<file path="src/rtl/lab4_net_router_ctrl.sv">
// Control unit for a 3-port ring router: per-input route computation, one round-robin
// arbiter per output, crossbar selects and input-queue dequeue strobes.
module lab4_net_router_ctrl #(
  parameter int p_router_id   = 0,
  parameter int p_num_routers = 4
) (
  input  logic       clk,
  input  logic       reset,
  input  logic [2:0] inq_val,
  input  logic [1:0] inq_dest0,
  input  logic [1:0] inq_dest1,
  input  logic [1:0] inq_dest2,
  output logic [2:0] inq_rdy,
  output logic [2:0] out_val,
  input  logic [2:0] out_rdy,
  output logic [1:0] sel0,
  output logic [1:0] sel1,
  output logic [1:0] sel2
);

  localparam logic [3:0] LP_N  = 4'(p_num_routers);
  localparam logic [3:0] LP_ID = 4'(p_router_id);

  // Hop distance eastward; two conditional subtractions cover the full dest/id range.
  function automatic logic [1:0] route_port(input logic [1:0] dest);
    logic [3:0] de;
    de = {2'b00, dest} + LP_N - LP_ID;
    if (de >= LP_N) de = de - LP_N;
    if (de >= LP_N) de = de - LP_N;
    if (de == 4'd0)
      return 2'd1;
    else if (de <= LP_N - de)
      return 2'd2;
    else
      return 2'd0;
  endfunction

  // Returns {hit, index}; the lowest offset from prio that requests wins.
  function automatic logic [2:0] rr_pick(input logic [2:0] req, input logic [1:0] prio);
    logic [2:0] res;
    int         t;
    res = 3'b000;
    for (int k = 2; k >= 0; k--) begin
      t = int'(prio) + k;
      if (t >= 3) t = t - 3;
      if (req[t]) res = {1'b1, 2'(t)};
    end
    return res;
  endfunction

  logic [2:0][1:0] r_prio;
  logic [2:0][1:0] w_dest;
  logic [2:0][1:0] w_route;
  logic [2:0][2:0] w_req;
  logic [2:0][1:0] w_sel;
  logic [2:0]      w_val;
  logic [2:0]      w_pick [3];

  assign w_dest[0] = inq_dest0;
  assign w_dest[1] = inq_dest1;
  assign w_dest[2] = inq_dest2;

  always_comb begin
    w_route = '0;
    w_req   = '0;
    w_val   = 3'b000;
    w_sel   = '0;
    inq_rdy = 3'b000;
    for (int p = 0; p < 3; p++) w_pick[p] = 3'b000;
    for (int i = 0; i < 3; i++) begin
      w_route[i] = route_port(w_dest[i]);
      // Masking by inq_val keeps an undriven dest field from reaching the outputs.
      for (int j = 0; j < 3; j++)
        w_req[j][i] = reset && inq_val[i] && (w_route[i] == 2'(j));
    end
    for (int j = 0; j < 3; j++) begin
      w_pick[j] = rr_pick(w_req[j], r_prio[j]);
      w_val[j]  = w_pick[j][2];
      w_sel[j]  = w_pick[j][2] ? w_pick[j][1:0] : 2'd0;
      if (w_val[j] && out_rdy[j]) inq_rdy[w_sel[j]] = 1'b1;
    end
  end

  assign out_val = w_val;
  assign sel0    = w_sel[0];
  assign sel1    = w_sel[1];
  assign sel2    = w_sel[2];

  // Priority advances past the grantee only on a completed transfer.
  always_ff @(posedge clk) begin
    if (!reset) begin
      r_prio <= '0;
    end else begin
      for (int j = 0; j < 3; j++) begin
        if (w_val[j] && out_rdy[j])
          r_prio[j] <= (w_sel[j] == 2'd2) ? 2'd0 : w_sel[j] + 2'd1;
      end
    end
  end

endmodule

</file>
<file path="config.mk">
export PLATFORM = sky130hd
export DESIGN_NAME = lab4_net_router_ctrl
export DESIGN_NICKNAME = d
export VERILOG_FILES = /design/src/rtl/lab4_net_router_ctrl.sv
export SDC_FILE = /design/constraint.sdc
export NUM_CORES = 1
export LEC_CHECK = 0
export CORE_AREA = 2 2 52 54
export CTS_CLUSTER_DIAMETER = 60
export DETAILED_ROUTE_END_ITERATION = 16
export DIE_AREA = 0 0 54 56
export GPL_TIMING_DRIVEN = 0
export PLACE_DENSITY_LB_ADDON = 0.2
export SYNTH_ARGS = -nofsm -noshare
export SYNTH_HDL_FRONTEND = slang
export SYNTH_SLANG_ARGS = --single-unit
</file>
<file path="constraint.sdc">
create_clock -name clk -period 6.4 [get_ports clk]
set_input_delay 1.28 -clock clk [delete_from_list [all_inputs] [get_ports clk]]
set_output_delay 1.28 -clock clk [all_outputs]
set_load 0.05 [all_outputs]
</file>
=== Yosys cells after proc, flatten, opt, wreduce, memory -nomap -nowiden ===
Cells that the tools add are included.

* Bits in registers: 6
* Bits in latches: 0
* Memory bits (writable): 0
* Bits in read-only memories: 0
* Input bits: 14
* Output and inout bits: 12
* Word-level logic and storage cells: 173
* Memories kept: 0

* $add $sub $neg: 30
* Multipliers: 0
* Div/mod/pow operators: 0
* Order comparisons: 33
* Eq/ne operators: 9
* Shift operators: 0
* Multiplexer cells: 72
* Bitwise gates (word level): 2
* Reduce and logical (&&, ||, !) cells: 24

{| class="wikitable"
|+ Operators with widths
! kind !! number
|-
| $lt 32x4->1 const B || 9
|-
| $mux 32 || 9
|-
| $mux 3 || 12
|-
| $ge 4x3->1 const B || 6
|-
| $mux 2 || 12
|-
| $mux 4 || 6
|-
| $sub 3x2->4 const B || 6
|-
| $sub 4x3->4 const B || 6
|-
| $mux 1 || 21
|-
| $bmux 1 s2 || 9
|-
| $ge 3x2->1 const B || 6
|-
| $logic_and 1x1->1 || 18
|-
| $add 2x3->4 const B || 3
|-
| $eq 2x2->1 const B || 6
|-
| $le 4x4->1 || 3
|-
| $logic_not 4->1 || 3
|-
| $sub 3x4->4 const A || 3
|-
| $add 2x1->3 const B || 3
|-
| $add 2x2->3 const B || 3
|-
| $lt 2x3->1 const B || 3
|-
| $sub 2x2->3 const B || 3
|-
| $add 2x1->2 const B || 3
|-
| $demux 1 s2 || 3
|-
| $eq 2x1->1 const B || 3
|-
| other kinds (4) || 11
|}

=== Depth between registers and ports, before layout ===
Gate-level depths: netlist of the first run.

* Word-level depth: 27
* Gate-level depth with buffers: 9
* Mapped depth without buffers: 7

=== Least setup slack after synthesis of the first run ===
No wires, ideal clock.

* Path type: input-to-output
* From: input port inq_dest0[0]
* To: output port inq_rdy[2]
* Data arrival time: 4.117 ns
* Data required time: 5.120 ns
* Setup slack: 1.003 ns
* Stages on the path: 7
* Path buffers: 0
* Cell sequence: inv_1 ha_1 nand3_1 a211oi_1 nor4_1 and3_1 a221o_1

{| class="wikitable"
|+ RTL lines
! what !! line !! RTL
|-
| from (decl) || 10 || <nowiki>input logic [1:0] inq_dest0,</nowiki>
|-
| $add 2x3->4 * || 27 || <nowiki>de = {2'b00, dest} + LP_N - LP_ID;</nowiki>
|-
| $sub 4x3->4 / $ge 4x3->1 (equally long branches) || 28 || <nowiki>if (de >= LP_N) de = de - LP_N;</nowiki>
|-
| $mux 4 * || 28 ||
|-
| $sub 4x3->4 / $ge 4x3->1 (equally long branches) || 29 || <nowiki>if (de >= LP_N) de = de - LP_N;</nowiki>
|-
| $mux 4 * || 29 ||
|-
| $sub 3x4->4 || 32 || <nowiki>else if (de <= LP_N - de)</nowiki>
|-
| $le 4x4->1 || 32 ||
|-
| $mux 2 || 32 ||
|-
| [9 not listed] || - ||
|-
| $mux 2 * || 79 || <nowiki>w_sel[j] = w_pick[j][2] ? w_pick[j][1:0] : 2'd0;</nowiki>
|-
| named net sel2[1] || 18 || <nowiki>output logic [1:0] sel2</nowiki>
|-
| $lt 2x3->1 (not written as such) / $ge 2x1->1 (equally long branches) || 80 || <nowiki>if (w_val[j] && out_rdy[j]) inq_rdy[w_sel[j]] = 1'b1;</nowiki>
|-
| $logic_and 1x1->1 (not written as such) || 80 ||
|-
| $mux 1 (not written as such) || 80 ||
|-
| $demux 1 s2 * || 80 ||
|-
| $or 3x3->3 (no source line) * || - ||
|-
| $mux 3 * || 80 ||
|-
| to (decl) || 13 || <nowiki>output logic [2:0] inq_rdy,</nowiki>
|}

Mark *: on every way through the listed nets, which the timed path passes. The rest lies on a longest branch. The select of a mux whose other input is x is not followed.

=== Worst setup path after layout of the first run ===
* From: input port inq_dest2[0]
* To: output port inq_rdy[2]

* Cells in the longest elaborated chain, start to end: 27

{| class="wikitable"
|+ RTL lines
! what !! line !! RTL
|-
| from (decl) || 12 || <nowiki>input logic [1:0] inq_dest2,</nowiki>
|-
| $add 2x3->4 * || 27 ||
|-
| $sub 4x3->4 / $ge 4x3->1 (equally long branches) || 28 ||
|-
| $mux 4 * || 28 ||
|-
| $sub 4x3->4 / $ge 4x3->1 (equally long branches) || 29 ||
|-
| $mux 4 * || 29 ||
|-
| $sub 3x4->4 || 32 ||
|-
| $le 4x4->1 || 32 ||
|-
| $mux 2 || 32 ||
|-
| [11 not listed] || - ||
|-
| $logic_and 1x1->1 (not written as such) || 80 ||
|-
| $mux 1 (not written as such) || 80 ||
|-
| $demux 1 s2 || 80 ||
|-
| $mux 3 || 80 ||
|-
| $or 3x3->3 (no source line) || - ||
|-
| $mux 3 || 80 ||
|-
| $or 3x3->3 (no source line) || - ||
|-
| $mux 3 * || 80 ||
|}

Mark *: on every way between the ends. The rest lies on a longest branch, timed or not. The select of a mux whose other input is x is not followed.

==> reports/qor.yml, run 1 <==
clock_network:
  clk_pin_slew_ns: 0.04
  postCtsSetupRepairBufs: 0
  post_cts_resized: 0
  cts_hold_buf: 0
  cts_sinks: 6
  ctsRootBufferMaster: "clkbuf_4"
  cts_made_buffers: 3
  clock_latency_ns: 0.24
  clockBufferDepth: 2
  h-tree-depth: 1
  cts_tree: "done"
timing:
  fin_skew_ns: 0.000281
  fin_crit_ns: 5.34
  rsz0062_at_grt: "false"
  worst_pin_slew_ns: 0.508
  fmax_ghz: 0.187
  slew_headroom_pct: 66.0
  fin_ws_ns: 1.06
  slew_violations: 0
  period_share_pct: 83.4
  setup_violations: 0
  holdWs_ns: 0.474
  finalHoldViolCount: 0
  setup_tns_ns: 0
detailed_routing:
  ant_nets: 0
  viasPerCell: 5.88
  drcViolationCount: 0
  postRouteWirelength_um: 2680
  dr.max_layer_used: "met3"
  vias: 1141
  wl_met3_um: 136
  wl_met2_um: 1400
  wl_met1_um: 1140
  avgRoutedWirePerCell_um: 13.8
  dr.first_iter.drc_count: 21
  firstDrtPassIters: 4
final_layout:
  reg_top3: "r_prio x6"
  multiInputGateArea_um2: 793
  layout_commonest_cell: "clkdlybuf4s50_1"
  layout_common_cells: "clkdlybuf4s50_1, inv_1, a21oi_1"
  register_area_um2: 120
  drive_gt1_share_pct: 10.4
  top_register: "r_prio"
  nFillCells: 242
  synthToLayoutAreaGrowth_pct: 27.9
  nNetsFinal: 192
  num_antenna_cells: 0
  final_cell_count_no_fill: 194
  largest_register_ffs: 6
yosys:
  yosysWarnings: 0
  async_flop_share_pct: 0
  syn_avg_cell_area_um2: 7.53
  ys.flop_type: "dfxtp_1"
  synthTopCellsByArea: "ha_1, dfxtp_1, inv_1, a21oi_1, nand3_1"
  synth_edf_count: 0
  syn-num-nets: 164
  synth_top_cell_by_area: "ha_1"
  synth_cell_types: 46
  syn-cell-area_um2: 1040
  synth_seq_cells: 6
  synth_cells: 138
  netlist.area_leader.share_pct: 14.4
  yosysSeqAreaShare_pct: 11.6
setup_path:
  worst-path-max-fanout: 6
  worstPathRequired_ns: 5.12
  end_kind: "output pin"
  crit_path_start_kind: "input port"
  critical_path_class: "in -> out"
  worstPathArrival_ns: 4.06
power:
  irDropWorstVdd_mv: 0.156
  power_frac_comb_pct: 56.4
  p_per_area_nw_per_um2: 128
  p_seq_share_pct: 24.1
  power_switching_uw: 71.6
  leakage_uw: 0.000547
  clkPwrFrac_pct: 19.5
  total_power_uw: 171
  intPower_uw: 99.1
  switching_share_pct: 41.9
global_routing:
  grt_max_degree: 11
  gr-total-overflow: 0
  grt_pass1_vias: 1064
  grt_usage_pct: 18.9
  antenna_found_initial: 0
  grt_pass1_wl_um: 4370
die:
  die_y_um: 56
  core-area_um2: 2430
  io_pins: 26
  row_count: 18
  die_area_um2: 3020
  initial_core_util_pct: 42.7
  die_x_um: 54
run_status:
  status: "completed"
place:
  port_buffers: 23
  hpwl_um: 2210
  dp_cells: 191
  globalplace.congestion: 0.799
  place_ws_ns: 1.08
min_path:
  hold_path_class: "reg -> reg"
run:
  cap_violations: 0
==> critical path, stage by stage <==
cell and delay [ns]:
clkdlybuf4s50_1 0.49, inv_1 0.05, ha_1 0.33, a22oi_2 0.27, o211ai_1 0.11, and4_1 0.22
buf_2 0.15, and3_1 0.19, a221o_1 0.27, clkdlybuf4s50_1 0.70
==> path summary, 6_finish.rpt <==
check / startpoint / to / slack, ns / cells after the start
min: r_prio[1] / r_prio[1] / 0.47 / 2
min reg2reg: r_prio[1] / r_prio[1] / 0.47 / 2
max: inq_dest2[0] / inq_rdy[2] / 1.06 / 10
max reg2reg: r_prio[4] / r_prio[4] / 4.38 / 9
==> synth_stat cells (3+ instances only) <==
library cell   n
a21oi_1       13
and3_1         4
dfxtp_1        6
ha_1          12
inv_1         19
nand2_1       10
nand3_1       10
nor2_1         5
nor4_1         3
nor4b_1        3
o211ai_1       4
o21a_1         3
o21ai_0        3
==> cells by family (layout without fill, tap and decap cells) <==
logic type	after synthesis	count (layout)	synth area share, %
buffers and inverters	27	53	12.2
muxes	2	2	1.93
AOI/OAI and AO/OA	46	46	34.9
DFF	6	6	11.6
adders and majority gates	13	13	15.4
and+or+nand+nor	44	44	24.1
==> routing by layer <==
metal | GRT usage (%) | vias to the layer above
met3 | 4.84 | 0
met5 | 0 | -
li1 | - | 573
met2 | 34.3 | 28
met4 | 2.14 | 0
met1 | 22.1 | 540
==> metrics by stage <==
stage               instance area, µm²  utilization [%]
floorplan                         1040                -
global placement                  1310             53.8
detailed placement                1310             53.8
CTS                               1330             54.7
global route                      1330             54.7
finish                            1330             54.7
==> area by class of cell <==
class                           count  share of cell area, %
Multi-Input combinational cell    105                   59.6
Timing Repair Buffer               23                   17.3
Sequential cell                     6                   9.03
Inverter                           19                   5.36
Buffer                              8                   4.14
Tap cell                           30                   2.82
Clock buffer                        3                   1.69
==> power groups by stage <==
stage | combinational, µW | clock (µW) | sequential [µW]
2_1_floorplan | 67.3 | 0 | 41.3
3_3_place_gp | 93.5 | 0 | 41.7
3_5_place_dp | 96.0 | 0 | 41.7
4_1_cts | 96.5 | 35.3 | 41.1
5_1_grt | 104 | 38.2 | 41.3
6_report | 96.3 | 33.2 | 41.2
(Power assumes the default switching activity.)
==> run 2: changes to the inputs <==
clock period = 4.5 ns   (was 6.4 ns; I/O delays follow)
==> reports/qor.yml, run 2 (synthesized netlist as in run 1, its figures left out) <==
run_status:
  status: "completed"
clock_network:
  ctsRootBufferMaster: "clkbuf_4"
  clk_pin_slew_ns: 0.04
  postCtsSetupRepairBufs: 0
  cts_tree: "done"
  cts_sinks: 6
  h-tree-depth: 1
  cts_made_buffers: 3
  clock_latency_ns: 0.25
  clockBufferDepth: 2
place:
  hpwl_um: 2410
  place_ws_ns: -0.0844
  globalplace.congestion: 0.819
  port_buffers: 23
final_layout:
  num_antenna_cells: 0
  drive_gt1_share_pct: 11.6
  largest_register_ffs: 6
  reg_top3: "r_prio x6"
  layout_common_cells: "clkdlybuf4s50_1, inv_1, a21oi_1"
  top_register: "r_prio"
  layout_commonest_cell: "clkdlybuf4s50_1"
  nNetsFinal: 192
  synthToLayoutAreaGrowth_pct: 28.9
die:
  io_pins: 26
  row_count: 18
  die_x_um: 54
  core-area_um2: 2430
  die_y_um: 56
  initial_core_util_pct: 42.7
  die_area_um2: 3020
setup_path:
  rrSetupSlack_ns: 2.49
  end_kind: "output pin"
  timing.rr.end: "r_prio[4]"
  worstPathRequired_ns: 3.60
  rr_startpoint: "r_prio[4]"
  worstPathArrival_ns: 3.46
  worst-path-max-fanout: 4
  crit_path_start_kind: "input port"
  critical_path_class: "in -> out"
  reg2reg_depth: 9
min_path:
  hold_start: "r_prio[0]"
  whs_endpoint: "r_prio[0]"
  hold_path_class: "reg -> reg"
  hold_depth: 2
timing:
  fin_crit_ns: 4.36
  fin_ws_ns: 0.145
  slew_violations: 0
  finalHoldViolCount: 0
  slew_headroom_pct: 66.4
  fin_skew_ns: 0.000941
  fmax_ghz: 0.230
  setup_violations: 0
  rsz0062_at_grt: "false"
  worst_pin_slew_ns: 0.502
  period_share_pct: 96.8
global_routing:
  grt_max_degree: 11
  grt_pass1_wl_um: 4750
  gr-total-overflow: 0
  grt_pass1_vias: 1099
  antenna_found_initial: 0
  met3_usage_pct: 4.03
  top_usage_layer: "met2"
  use_met2_pct: 38.2
  grt_usage_pct: 20.6
  grt_use_met1_pct: 23.4
detailed_routing:
  vias: 1144
  dr.first_iter.drc_count: 30
  drcViolationCount: 0
  ant_nets: 0
  firstDrtPassIters: 4
  viasPerCell: 5.90
  postRouteWirelength_um: 2930
  avgRoutedWirePerCell_um: 15.1
power:
  total_power_uw: 248
  irDropWorstVdd_mv: 0.196
  p_per_area_nw_per_um2: 185
  leakage_uw: 0.000556
run:
  cap_violations: 0
==> run 2: worst max-delay path, stage by stage <==
cell and delay, ns:
clkdlybuf4s50_1 0.49, ha_1 0.19, a22o_1 0.21, o311ai_0 0.17, a32oi_1 0.23, nand3_1 0.20
o211ai_1 0.23, clkdlybuf4s50_1 0.83
==> run 2: through the flow <==
stage | setup TNS [ns] | cells | cell area [µm²] | util (%) | hold slack [ns]
after floorplan | 0 | 138 | 1050 | - | 0.455
after global placement | -0.00196 | 191 | 1320 | 54.3 | 0.474
after detailed placement | -0.0844 | 191 | 1320 | 54.3 | 0.486
after CTS | 0 | 194 | 1340 | 55.1 | 0.494
after global routing | 0 | 194 | 1340 | 55.1 | 0.515
final | 0 | 194 | 1340 | 55.1 | 0.494
==> run 2: power breakdown <==
part / leakage [µW] / switching, µW / total, µW / internal (µW)
clock: 0.0000138 / 21.0 / 51.3 / 30.3
sequential: 0.0000488 / 2.04 / 58.3 / 56.3
combinational: 0.000493 / 84.6 / 139 / 54.1
==> run 2: how the worst max path moves through the flow <==
stage                  to  slack, ns         start  depth (start not counted)
3_5_place_dp   inq_rdy[2]      -0.08  inq_dest1[0]                         10
3_3_place_gp   inq_rdy[2]     -0.002  inq_dest2[0]                         10
4_1_cts        inq_rdy[1]       0.18  inq_dest1[0]                          8
2_1_floorplan  inq_rdy[2]       0.27         reset                          7
5_1_grt        inq_rdy[1]       0.03  inq_dest1[0]                          8
6_report       inq_rdy[1]       0.14  inq_dest2[1]                          8
==> run 2: final cells by class <==
type	count	area, µm²
inverter	19	71.3
timing repair buffer	23	228
clock buffer	3	22.5
tap	30	37.5
multi-input combinational	105	806
buffer	8	55.1
fill	233	1090
sequential	6	120
==> run 2: routing by layer <==
metal / share of wire [%] / vias up / routed length (µm)
met1: 42 / 543 / 1230
met5: 0 / - / 0
li1: - / 568 / -
met4: 0.65 / 0 / 19
met3: 4.3 / 2 / 127
met2: 53 / 31 / 1560
==> run 2: timing repair <==
item | CTS | global route
endpoints found under the hold margin | 0 | 0
setup endpoints to repair | 2 | 0
hold buffers | 0 | 0
gates resized for setup | 2 | 0
==> run 3: changes to the inputs <==
HOLD_SLACK_MARGIN = 0.06   (was not set)
==> results of run 3 <==
The final DEF is identical to that of run 2; final timing and power are the same.
